==> src/rtl/timer_simple.sv <==
// Purpose: single-shot, retriggerable timeout counter (watchdog / settle delay).
// Latency: timer_timeout rises TIMEOUT edges after the last arm edge; it drops on the arm edge itself.
// Backpressure: none; reset/start are level inputs that are sampled on every edge, and the output is a sticky level.
//
// Ports:
//   clk           - rising-edge clock
//   reset         - synchronous, active-high; clears and arms the timer
//   start         - level-sensitive re-arm; every edge sampled high restarts the count
//   timer_timeout - registered flag, high once TIMEOUT edges have passed since the last arm
//
// Parameters:
//   TIMEOUT - arm-to-timeout distance in cycles, 1 .. 2**CNT_W-1
//   CNT_W   - counter width, must hold TIMEOUT

module timer_simple #(
   parameter int unsigned TIMEOUT = 1000,
   parameter int unsigned CNT_W   = 16
) (
   input  logic clk,
   input  logic reset,
   input  logic start,
   output logic timer_timeout
);

   // Terminal count at counter width, so every comparison is width-matched.
   localparam logic [CNT_W-1:0] TIMEOUT_C = CNT_W'(TIMEOUT);

   // The timer phase is a pure decode of the counter: the counter parks at
   // TIMEOUT_C once expired, so no separate phase register is needed.
   typedef enum logic {
      RUNNING = 1'b0,
      EXPIRED = 1'b1
   } tmr_state_e;

   logic [CNT_W-1:0] cnt_q;
   logic [CNT_W-1:0] cnt_d;
   logic [CNT_W-1:0] cnt_inc;
   logic             timeout_q;
   logic             timeout_d;
   logic             arm;
   tmr_state_e       state;

   assign arm   = reset | start;
   assign state = (cnt_q == TIMEOUT_C) ? EXPIRED : RUNNING;

   // Cannot overflow: it is only used while cnt_q < TIMEOUT_C <= 2**CNT_W-1.
   assign cnt_inc = cnt_q + {{(CNT_W-1){1'b0}}, 1'b1};

   always_comb begin
      cnt_d     = cnt_q;
      timeout_d = timeout_q;
      if (arm) begin
         // Reset and start are equivalent arm events; holding either pins the count at 0.
         cnt_d     = '0;
         timeout_d = 1'b0;
      end else begin
         case (state)
            RUNNING: begin
               cnt_d     = cnt_inc;
               timeout_d = (cnt_inc == TIMEOUT_C);
            end
            EXPIRED: begin
               // Saturate rather than wrap so the flag stays sticky indefinitely.
               cnt_d     = cnt_q;
               timeout_d = 1'b1;
            end
            default: begin
               cnt_d     = '0;
               timeout_d = 1'b0;
            end
         endcase
      end
   end

   always_ff @(posedge clk) begin
      if (reset) begin
         cnt_q     <= '0;
         timeout_q <= 1'b0;
      end else begin
         cnt_q     <= cnt_d;
         timeout_q <= timeout_d;
      end
   end

   // Output comes straight from a flop: glitch-free, no input-to-output path.
   assign timer_timeout = timeout_q;

endmodule

==> config.mk <==
export PLATFORM = sky130hd
export DESIGN_NAME = timer_simple
export DESIGN_NICKNAME = d
export VERILOG_FILES = /design/src/rtl/timer_simple.sv
export SDC_FILE = /design/constraint.sdc
export NUM_CORES = 1
export LEC_CHECK = 0
export BUFFER_PORTS_ARGS = -buffer_cell sky130_fd_sc_hd__buf_2
export CAP_MARGIN = 30
export CORE_MARGIN = 5
export CORE_UTILIZATION = 61
export DETAILED_ROUTE_END_ITERATION = 16
export PLACE_DENSITY = 0.79
export SLEW_MARGIN = 10
export SYNTH_ARGS = -nofsm -noshare
export SYNTH_HDL_FRONTEND = slang
export SYNTH_SLANG_ARGS = --single-unit
==> constraint.sdc <==
create_clock -name clk -period 5.13 [get_ports clk]
set_input_delay 0 -clock clk [delete_from_list [all_inputs] [get_ports clk]]
set_output_delay 0 -clock clk [all_outputs]
set_load 0.03 [all_outputs]
==> results.sh, run 1 <==
export IMPL_power_density_nw_per_um2=220
export IMPL_gp_congestion=0.871
export IMPL_arrival_ns=2.25
export IMPL_path_max_fanout=7
export IMPL_routed_wl_um=1790
export IMPL_worst_setup_path_start_kind="flop"
export IMPL_h_tree_depth=1
export IMPL_die_w_um=49.4
export IMPL_stdcell_count=128
export IMPL_whs_ns=0.104
export IMPL_ant_nets=0
export IMPL_crit_start="cnt_q[0]"
export IMPL_initial_core_util_pct=63.4
export IMPL_postCtsSetupBuffers=0
export IMPL_place_area_um2=947
export IMPL_place_hpwl_um=1310
export IMPL_num_antenna_cells=0
export IMPL_async_flop_share_pct=0
export IMPL_synth_nets=116
export IMPL_drcViolationCount=0
export IMPL_final_layout_size_suffix_gt1_share_pct=11.6
export IMPL_ys_ff_latch=17
export IMPL_synth_top_area_share_pct=36.0
export IMPL_cts_resized=0
export IMPL_yosys_warnings=0
export IMPL_cts_sinks=17
export IMPL_dieArea_um2=2440
export IMPL_swShare_pct=22.8
export IMPL_worst_pin_slew_ns=0.392
export IMPL_core_region_area_um2=1490
export IMPL_grt_busiest_layer="met2"
export IMPL_yosys_most_used_dff="dfxtp_1"
export IMPL_overflow=0
export IMPL_finalCritPeriodShare_pct=38.9
export IMPL_yosysTopAreaCell="dfxtp_1"
export IMPL_comb_power_share_pct=2.9
export IMPL_viasPerCell=5.98
export IMPL_worstHoldPathType="in2reg"
export IMPL_crit_path_cell_trace="ha_1 > nand4_1 > a211o_1 > a2111oi_2 > a41o_1"
export IMPL_syn_avg_cell_area_um2=8.59
export IMPL_drv_cap=0
export IMPL_setup_worst_path_class="reg2reg"
export IMPL_cts_made_buffers=3
export IMPL_io_buffer_count=3
export IMPL_first_pass_iters=5
export IMPL_synthCells=110
export IMPL_tns_ns=0
export IMPL_drv_slew=0
export IMPL_hold_viol_final=0
export IMPL_seq_power_share_pct=62.5
export IMPL_post_drt_wl_per_cell_um=14.0
export IMPL_grt_usage_pct=16.2
export IMPL_max_stage_delay_ns=0.47
export IMPL_ios=4
export IMPL_status="complete, no violations"
export IMPL_ys_types=37
export IMPL_total_power_mw=0.215
export IMPL_clock_latency_ns=0.30
export IMPL_clockPowerShare_pct=34.6
export IMPL_met3_usage_pct=3.98
export IMPL_placed_cells=124
export IMPL_clockBufferDepth=2
export IMPL_cts_root_buf="clkbuf_4"
export IMPL_maxSlewHeadroom_pct=73.8
export IMPL_areaGrowthSynthToFinish_pct=3.05
export IMPL_fill_cells=130
export IMPL_hold_buffers=0
export IMPL_peakVddDrop_mv=0.200
export IMPL_fp_dieH_um=49.4
export IMPL_max_freq_ghz=0.502
export IMPL_synthTopCellsByArea="dfxtp_1 (36%), xor2_1 (9.3%), nor2_1 (7.9%)"
export IMPL_min_period_ns=1.99
export IMPL_grt_pass1_wl_um=3080
export IMPL_hp_start="reset"
export IMPL_vias=765
export IMPL_grt_start_max_net_pins=12
export IMPL_clock_skew_ns=0.00545
export IMPL_final_cell_area_um2=973
export IMPL_grt_antenna_before_repair=0
export IMPL_cts_clk_slew_worst_paths_ns=0.10
export IMPL_setup_violations=0
export IMPL_final_nets=119
export IMPL_p_int_mw=0.166
export IMPL_drt_first_iter_violations=14
export IMPL_num_rows=14
export IMPL_p_switching_mw=0.0489
export IMPL_r2r_start="cnt_q[0]"
export IMPL_cts_tree="built"
export IMPL_cpMaxStageDelayCell="dfxtp_1"
export IMPL_p_leak_nw=0.352
export IMPL_yosysSeqAreaShare_pct=36.0
export IMPL_crit_required_ns=5.39
export IMPL_end_kind="flop"
export IMPL_grt_pass1_vias=703
export IMPL_grt_util_met2_pct=24.5
export IMPL_grt_util_met1_pct=20.6
export IMPL_synthesis_area_um2=945
export IMPL_rsz0062_at_grt="false"
export IMPL_synth_edf_count=0
flip-flops by register name (all words and copies together), names as in the netlist:
register and cells:
timer_timeout 1, cnt_q 16
final timing paths:
check	cells past startpoint	slack, ns	to
setup reg to reg	5	3.14	timer_timeout
setup / recovery	5	3.14	timer_timeout
hold reg to reg	2	0.55	cnt_q[8]
hold / removal	3	0.10	cnt_q[6]
power by group through the flow:
stage	sequential [mW]	clock, mW	combinational [mW]
2_1_floorplan	0.137	0	0.00530
3_3_place_gp	0.137	0	0.00610
3_5_place_dp	0.137	0	0.00618
4_1_cts	0.134	0.0752	0.00619
5_1_grt	0.134	0.0834	0.00690
6_report	0.134	0.0742	0.00623
cells by family (layout without fill, tap and decap cells):
family / Yosys count / count (layout) / synth area share (%)
compound gates: 10 / 10 / 8.34
fa+ha+maj: 3 / 3 / 3.97
flops: 17 / 17 / 36.0
mux: 2 / 2 / 2.12
simple gates: 53 / 53 / 29.7
buf+inv: 9 / 11 / 5.03
xor+xnor: 16 / 16 / 14.8
metrics by stage:
| step | utilization, % | worst slack [ns] |
|---|---|---|
| finish | 65.4 | 3.14 |
| detailed placement | 63.6 | 3.16 |
| floorplan | - | 3.38 |
| global route | 65.4 | 2.97 |
| global placement | 63.6 | 3.28 |
| CTS | 65.4 | 3.15 |
layout by cell type, fill, tap and decap left out, types with 2 or more instances in the layout:
cell type and instances:
nand3_2 2, o21ai_0 2, dfxtp_1 17, or2_2 2, nand3_1 8, xor2_1 10
nand2_1 6, buf_2 3, nand4_1 3, clkbuf_4 3, ha_1 3, mux2i_1 2
xnor2_1 6, nor2_1 20, inv_1 4
routing by layer:
metal | up-vias | routed length (µm)
met1 | 358 | 857
met3 | 5 | 82
li1 | 382 | -
met4 | 0 | 44
met2 | 20 | 802
met5 | - | 0
worst max-delay path, delay by kind of cell, from the launching register on:
family	cells	cell delay, ns
compound gates	3	0.88
simple gates	1	0.24
fa+ha+maj	1	0.36
flops	1	0.47
cell type report:
cell class | count | area (µm²) | share of cell area [%]
multi-input combinational | 84 | 557 | 57.2
sequential | 17 | 340 | 35.0
clock buffer | 4 | 26.3 | 2.70
tap | 16 | 20.0 | 2.06
timing repair buffer | 3 | 15.0 | 1.54
inverter | 4 | 15.0 | 1.54
synth_stat cells, types with 2 or more instances:
| cell | number |
|---|---|
| or2_2 | 2 |
| nand4_1 | 3 |
| nand3_2 | 2 |
| mux2i_1 | 2 |
| nand3_1 | 8 |
| o21ai_0 | 2 |
| inv_1 | 4 |
| xnor2_1 | 6 |
| buf_2 | 2 |
| ha_1 | 3 |
| xor2_1 | 10 |
| nor2_1 | 20 |
| dfxtp_1 | 17 |
| nand2_1 | 6 |
Note: power is estimated with default switching activity, not from simulation.
==> run 2, diff against run 1 <==
--- a/config.mk
+++ b/config.mk
@@ -8,9 +8,9 @@
 export BUFFER_PORTS_ARGS = -buffer_cell sky130_fd_sc_hd__buf_2
 export CAP_MARGIN = 30
 export CORE_MARGIN = 5
-export CORE_UTILIZATION = 61
+export CORE_UTILIZATION = 58
 export DETAILED_ROUTE_END_ITERATION = 16
-export PLACE_DENSITY = 0.79
+export PLACE_DENSITY = 0.76
 export SLEW_MARGIN = 10
 export SYNTH_ARGS = -nofsm -noshare
 export SYNTH_HDL_FRONTEND = slang
==> constraint.sdc (replaced) <==
create_clock -name clk -period 1.9 [get_ports clk]
set_input_delay 0 -clock clk [delete_from_list [all_inputs] [get_ports clk]]
set_output_delay 0 -clock clk [all_outputs]
set_load 0.03 [all_outputs]
==> results.sh, run 2 (synthesized netlist as in run 1, its figures left out) <==
export IMPL_top_register="cnt_q"
export IMPL_drt_first_iter_violations=23
export IMPL_worstHoldPathType="in2reg"
export IMPL_place_hpwl_um=1340
export IMPL_areaGrowthSynthToFinish_pct=4.90
export IMPL_post_drt_wl_per_cell_um=13.2
export IMPL_path_max_fanout=7
export IMPL_cts_sinks=17
export IMPL_hold_viol_final=0
export IMPL_h_tree_depth=1
export IMPL_cts_clk_slew_worst_paths_ns=0.10
export IMPL_crit_path_cell_trace="ha_2 > nand4_1 > a211o_1 > a2111oi_2 > a41o_1"
export IMPL_drv_slew=0
export IMPL_grt_start_max_net_pins=12
export IMPL_overflow=0
export IMPL_cts_made_buffers=3
export IMPL_maxSlewHeadroom_pct=74.4
export IMPL_routed_wl_um=1720
export IMPL_gp_congestion=0.840
export IMPL_drcViolationCount=0
export IMPL_final_layout_size_suffix_gt1_share_pct=14.0
export IMPL_final_common_cell="nor2_1"
export IMPL_viasPerCell=5.87
export IMPL_clockBufferDepth=2
export IMPL_fin_util_pct=65.0
export IMPL_final_cell_mix="nor2_1 (20), dfxtp_1 (17), xor2_1 (10)"
export IMPL_cpMaxStageDelayCell="a2111oi_2"
export IMPL_core_region_area_um2=1520
export IMPL_r2r_cells=5
export IMPL_p_leak_nw=0.360
export IMPL_finalCritPeriodShare_pct=93.5
export IMPL_fp_dieH_um=50.4
export IMPL_largest_reg_flops=16
export IMPL_clock_skew_ns=0.00106
export IMPL_crit_required_ns=2.13
export IMPL_drv_cap=0
export IMPL_hold_depth=3
export IMPL_num_antenna_cells=0
export IMPL_pre_cts_slack_ns=0.122
export IMPL_tns_ns=0
export IMPL_end_kind="flop"
export IMPL_whs_ns=0.112
export IMPL_first_pass_iters=4
export IMPL_arrival_ns=2.01
export IMPL_cts_root_buf="clkbuf_4"
export IMPL_ant_nets=0
export IMPL_num_rows=14
export IMPL_ios=4
export IMPL_vias=763
export IMPL_fill_cells=122
export IMPL_layout_setup_ws_ns=0.123
export IMPL_rsz0062_at_grt="false"
export IMPL_setup_violations=0
export IMPL_max_stage_delay_ns=0.36
export IMPL_io_buffer_count=3
export IMPL_clock_latency_ns=0.28
export IMPL_initial_core_util_pct=62.0
export IMPL_min_period_ns=1.78
export IMPL_cts_tree="built"
export IMPL_worst_pin_slew_ns=0.382
export IMPL_power_density_nw_per_um2=579
export IMPL_worst_setup_path_start_kind="flop"
export IMPL_grt_pass1_vias=646
export IMPL_setup_worst_path_class="reg2reg"
export IMPL_grt_pass1_wl_um=2820
export IMPL_die_w_um=50.4
export IMPL_grt_usage_pct=14.1
export IMPL_final_cell_area_um2=991
export IMPL_status="complete, no violations"
export IMPL_dieArea_um2=2540
export IMPL_postCtsSetupBuffers=0
export IMPL_peakVddDrop_mv=0.415
export IMPL_grt_antenna_before_repair=0
export IMPL_final_nets=121
export IMPL_max_freq_ghz=0.563
export IMPL_place_area_um2=962
[run 2: cell count changes in the layout (fill, tap and decap cells not counted)]
cell / before / now
ha_2: 0 / 1
buf_4: 0 / 2
ha_1: 3 / 2
[run 2: power breakdown]
group	switching [mW]	total (mW)	internal (mW)
logic	0.0128	0.0222	0.00944
registers	0.00130	0.359	0.358
clock network	0.111	0.192	0.0813
[run 2: layer usage]
metal  routed length [µm]  track usage [%]  part of all wire [%]  vias up
li1                     -                -                     -      390
met1                  828             18.3                    48      359
met2                  826             23.4                    48       12
met3                   44             2.96                   2.6        2
met4                   16             3.83                  0.93        0
met5                    0                0                     0        -
[run 2: what timing repair did]
action,4_1_cts,5_1_grt
setup endpoints to repair,0,1
resized for setup,0,1
hold buffers,0,0
hold endpoints to repair,0,0
[run 2: layout make-up]
| type | count | area [µm²] | area share, % |
|---|---|---|---|
| clock buffer | 4 | 26.3 | 2.65 |
| multi-input combinational | 84 | 559 | 56.4 |
| inverter | 4 | 15.0 | 1.52 |
| tap | 16 | 20.0 | 2.02 |
| timing repair buffer | 5 | 30.0 | 3.03 |
| sequential | 17 | 340 | 34.3 |
[run 2: critical path: cells and delay by family (launching register included)]
kind	cells	cell delay, ns
AND/OR/NAND/NOR	1	0.22
AO/OA/AOI/OAI	3	0.91
flip-flops	1	0.35
adder cells (fa/ha/maj)	1	0.25
[run 2: worst paths after layout]
check                 from            end  slack, ns
hold / removal       reset       cnt_q[9]       0.11
hold reg to reg   cnt_q[8]       cnt_q[8]       0.55
setup reg to reg  cnt_q[0]  timer_timeout       0.12
setup / recovery  cnt_q[0]  timer_timeout       0.12
[run 2: metrics by stage]
stage                     cells  total power [mW]
after floorplan             110             0.384
after global placement      126             0.389
after detailed placement    126             0.390
after CTS                   130             0.577
after global routing        130             0.599
final                       130             0.574
==> run 3, diff against run 2 <==
--- a/config.mk
+++ b/config.mk
@@ -5,12 +5,13 @@
 export SDC_FILE = /design/constraint.sdc
 export NUM_CORES = 1
 export LEC_CHECK = 0
+export ABC_AREA = 1
 export BUFFER_PORTS_ARGS = -buffer_cell sky130_fd_sc_hd__buf_2
 export CAP_MARGIN = 30
 export CORE_MARGIN = 5
-export CORE_UTILIZATION = 58
+export CORE_UTILIZATION = 59
 export DETAILED_ROUTE_END_ITERATION = 16
-export PLACE_DENSITY = 0.76
+export PLACE_DENSITY = 0.77
 export SLEW_MARGIN = 10
 export SYNTH_ARGS = -nofsm -noshare
 export SYNTH_HDL_FRONTEND = slang
==> results.sh, run 3 <==
export IMPL_viasPerCell=5.35
export IMPL_drcViolationCount=0
export IMPL_hp_start="start"
export IMPL_initial_core_util_pct=61.3
export IMPL_first_pass_iters=4
export IMPL_power_density_nw_per_um2=513
export IMPL_layout_area_seq_um2=340
export IMPL_dieArea_um2=2720
export IMPL_setup_violations=0
export IMPL_worst_setup_path_start_kind="flop"
export IMPL_arrival_ns=1.97
export IMPL_synth_top_area_share_pct=32.5
export IMPL_tns_ns=0
export IMPL_clock_latency_ns=0.29
export IMPL_grt_pass1_wl_um=3990
export IMPL_grt_start_max_net_pins=15
export IMPL_cts_sinks=17
export IMPL_drt_first_iter_violations=33
export IMPL_synth_edf_count=0
export IMPL_ant_nets=0
export IMPL_overflow=0
export IMPL_fill_cells=167
export IMPL_areaGrowthSynthToFinish_pct=8.12
export IMPL_final_cell_mix="nand2_1 (44), nor2_1 (21), inv_1 (17), dfxtp_1 (17), nand3_1 (12)"
export IMPL_rsz0062_at_grt="false"
export IMPL_top_register="cnt_q"
export IMPL_synth_most_common_cell="nand2_1"
export IMPL_gp_congestion=0.948
export IMPL_crit_required_ns=2.13
export IMPL_r2r_cells=9
export IMPL_peakVddDrop_mv=0.412
export IMPL_num_antenna_cells=0
export IMPL_cts_tree="built"
export IMPL_holdPathEnd="cnt_q[3]"
export IMPL_hold_viol_final=0
export IMPL_cts_root_buf="clkbuf_4"
export IMPL_num_rows=15
export IMPL_layout_setup_ws_ns=0.156
export IMPL_yosysTopAreaCell="dfxtp_1"
export IMPL_stdcell_count=191
export IMPL_synthTopCellsByArea="dfxtp_1 (32%), nand2_1 (16%), nor2_1 (7.5%)"
export IMPL_routed_wl_um=2260
export IMPL_drv_slew=0
export IMPL_final_nets=173
export IMPL_p_leak_nw=0.432
export IMPL_synth_nets=164
export IMPL_syn_avg_cell_area_um2=6.63
export IMPL_path_max_fanout=7
export IMPL_io_buffer_count=3
export IMPL_die_w_um=52.1
export IMPL_r2r_slack_ns=0.16
export IMPL_multiInputGateArea_um2=624
export IMPL_largest_reg_flops=16
export IMPL_final_layout_size_suffix_gt1_share_pct=10.8
export IMPL_placed_cells=185
export IMPL_max_freq_ghz=0.573
export IMPL_synthesis_area_um2=1050
export IMPL_yosys_most_used_dff="dfxtp_1"
export IMPL_vias=1021
export IMPL_cts_resized=0
export IMPL_yosys_warnings=0
export IMPL_finalCritPeriodShare_pct=91.8
export IMPL_r2r_start="cnt_q[1]"
export IMPL_synthCells=158
export IMPL_synthTopCellsByCount="nand2_1 (44), nor2_1 (21), dfxtp_1 (17), inv_1 (17), nand3_1 (12)"
export IMPL_r2r_end="timer_timeout"
export IMPL_pre_cts_slack_ns=0.217
export IMPL_core_region_area_um2=1710
export IMPL_clockBufferDepth=2
export IMPL_min_period_ns=1.74
export IMPL_place_hpwl_um=1680
export IMPL_grt_usage_pct=20.1
export IMPL_hold_buffers=2
export IMPL_h_tree_depth=1
export IMPL_ios=4
export IMPL_ys_types=23
export IMPL_fp_dieH_um=52.1
export IMPL_worstHoldPathType="in2reg"
export IMPL_cts_made_buffers=3
export IMPL_maxSlewHeadroom_pct=69.6
export IMPL_yosysSeqAreaShare_pct=32.5
export IMPL_end_kind="flop"
export IMPL_cts_clk_slew_worst_paths_ns=0.10
export IMPL_clock_skew_ns=0.00596
export IMPL_final_common_cell="nand2_1"
export IMPL_worst_pin_slew_ns=0.456
export IMPL_async_flop_share_pct=0
export IMPL_drv_cap=0
export IMPL_post_drt_wl_per_cell_um=11.8
export IMPL_grt_pass1_vias=931
export IMPL_status="complete, no violations"
export IMPL_postCtsSetupBuffers=0
export IMPL_hold_depth=4
export IMPL_setup_worst_path_class="reg2reg"
export IMPL_fin_util_pct=66.3
export IMPL_ys_ff_latch=17
export IMPL_grt_antenna_before_repair=0
[run 3: cell count changes in the layout (fill, tap and decap cells not counted), moves of 4 or more]
cell     change
xor2_1       -8
nand3_1      +4
inv_1       +13
nand2_1     +38
xnor2_1      -6
a21oi_1     +10
nor2_4       +5
[run 3: critical path: stages, from the launching register on]
cell      delay [ns]
dfxtp_1         0.49
ha_1            0.26
nand2_1         0.10
nor2_4          0.18
nand3b_1        0.12
nand2_1         0.08
nand3_1         0.06
nor2_1          0.15
nand3_1         0.10
a21oi_1         0.12
[run 3: worst max path at each step]
| stage | from | to | slack [ns] | cells after the start |
|---|---|---|---|---|
| 3_3_place_gp | cnt_q[1] | timer_timeout | 0.28 | 10 |
| 3_5_place_dp | cnt_q[1] | timer_timeout | 0.22 | 9 |
| 2_1_floorplan | cnt_q[0] | timer_timeout | 0.43 | 10 |
| 6_report | cnt_q[1] | timer_timeout | 0.16 | 9 |
| 4_1_cts | cnt_q[1] | timer_timeout | 0.17 | 9 |
| 5_1_grt | cnt_q[1] | timer_timeout | 0.02 | 10 |
[run 3: where the power goes]
group | switching (mW) | total [mW] | internal [mW] | leakage [nW]
registers | 0.00259 | 0.361 | 0.358 | 0.137
logic | 0.0143 | 0.0236 | 0.00927 | 0.279
clock network | 0.115 | 0.197 | 0.0818 | 0.0150
total | 0.132 | 0.581 | 0.449 | 0.432
[run 3: through the flow]
step           power, mW  hold WS [ns]  cell area (µm²)
2_1_floorplan      0.382         0.178             1050
3_3_place_gp       0.388         0.276             1090
3_5_place_dp       0.389         0.284             1090
4_1_cts            0.587         0.265             1130
5_1_grt            0.610         0.302             1130
6_report           0.581         0.266             1130
[run 3: cell families after synthesis]
group	synth area share, %
adder cells (fa/ha/maj)	3.58
AND/OR/NAND/NOR	46.1
buffers and inverters	7.88
XOR/XNOR	1.67
flip-flops	32.5
AO/OA/AOI/OAI	8.24
[run 3: final cells by class]
class,instances,share of cell area (%)
clock buffers,4,2.32
repair buffers,6,3.76
well taps,25,2.76
inverters,18,5.97
multi-input cells,121,55.1
flip-flops and latches,17,30.1
[run 3: per-layer routing]
| layer | global-route usage (%) | wire length, µm | vias to the layer above |
|---|---|---|---|
| met4 | 10.6 | 47 | 0 |
| met3 | 2.58 | 63 | 5 |
| met1 | 25.0 | 1110 | 467 |
| met5 | 0 | 0 | - |
| met2 | 33.3 | 1050 | 23 |
| li1 | - | - | 526 |
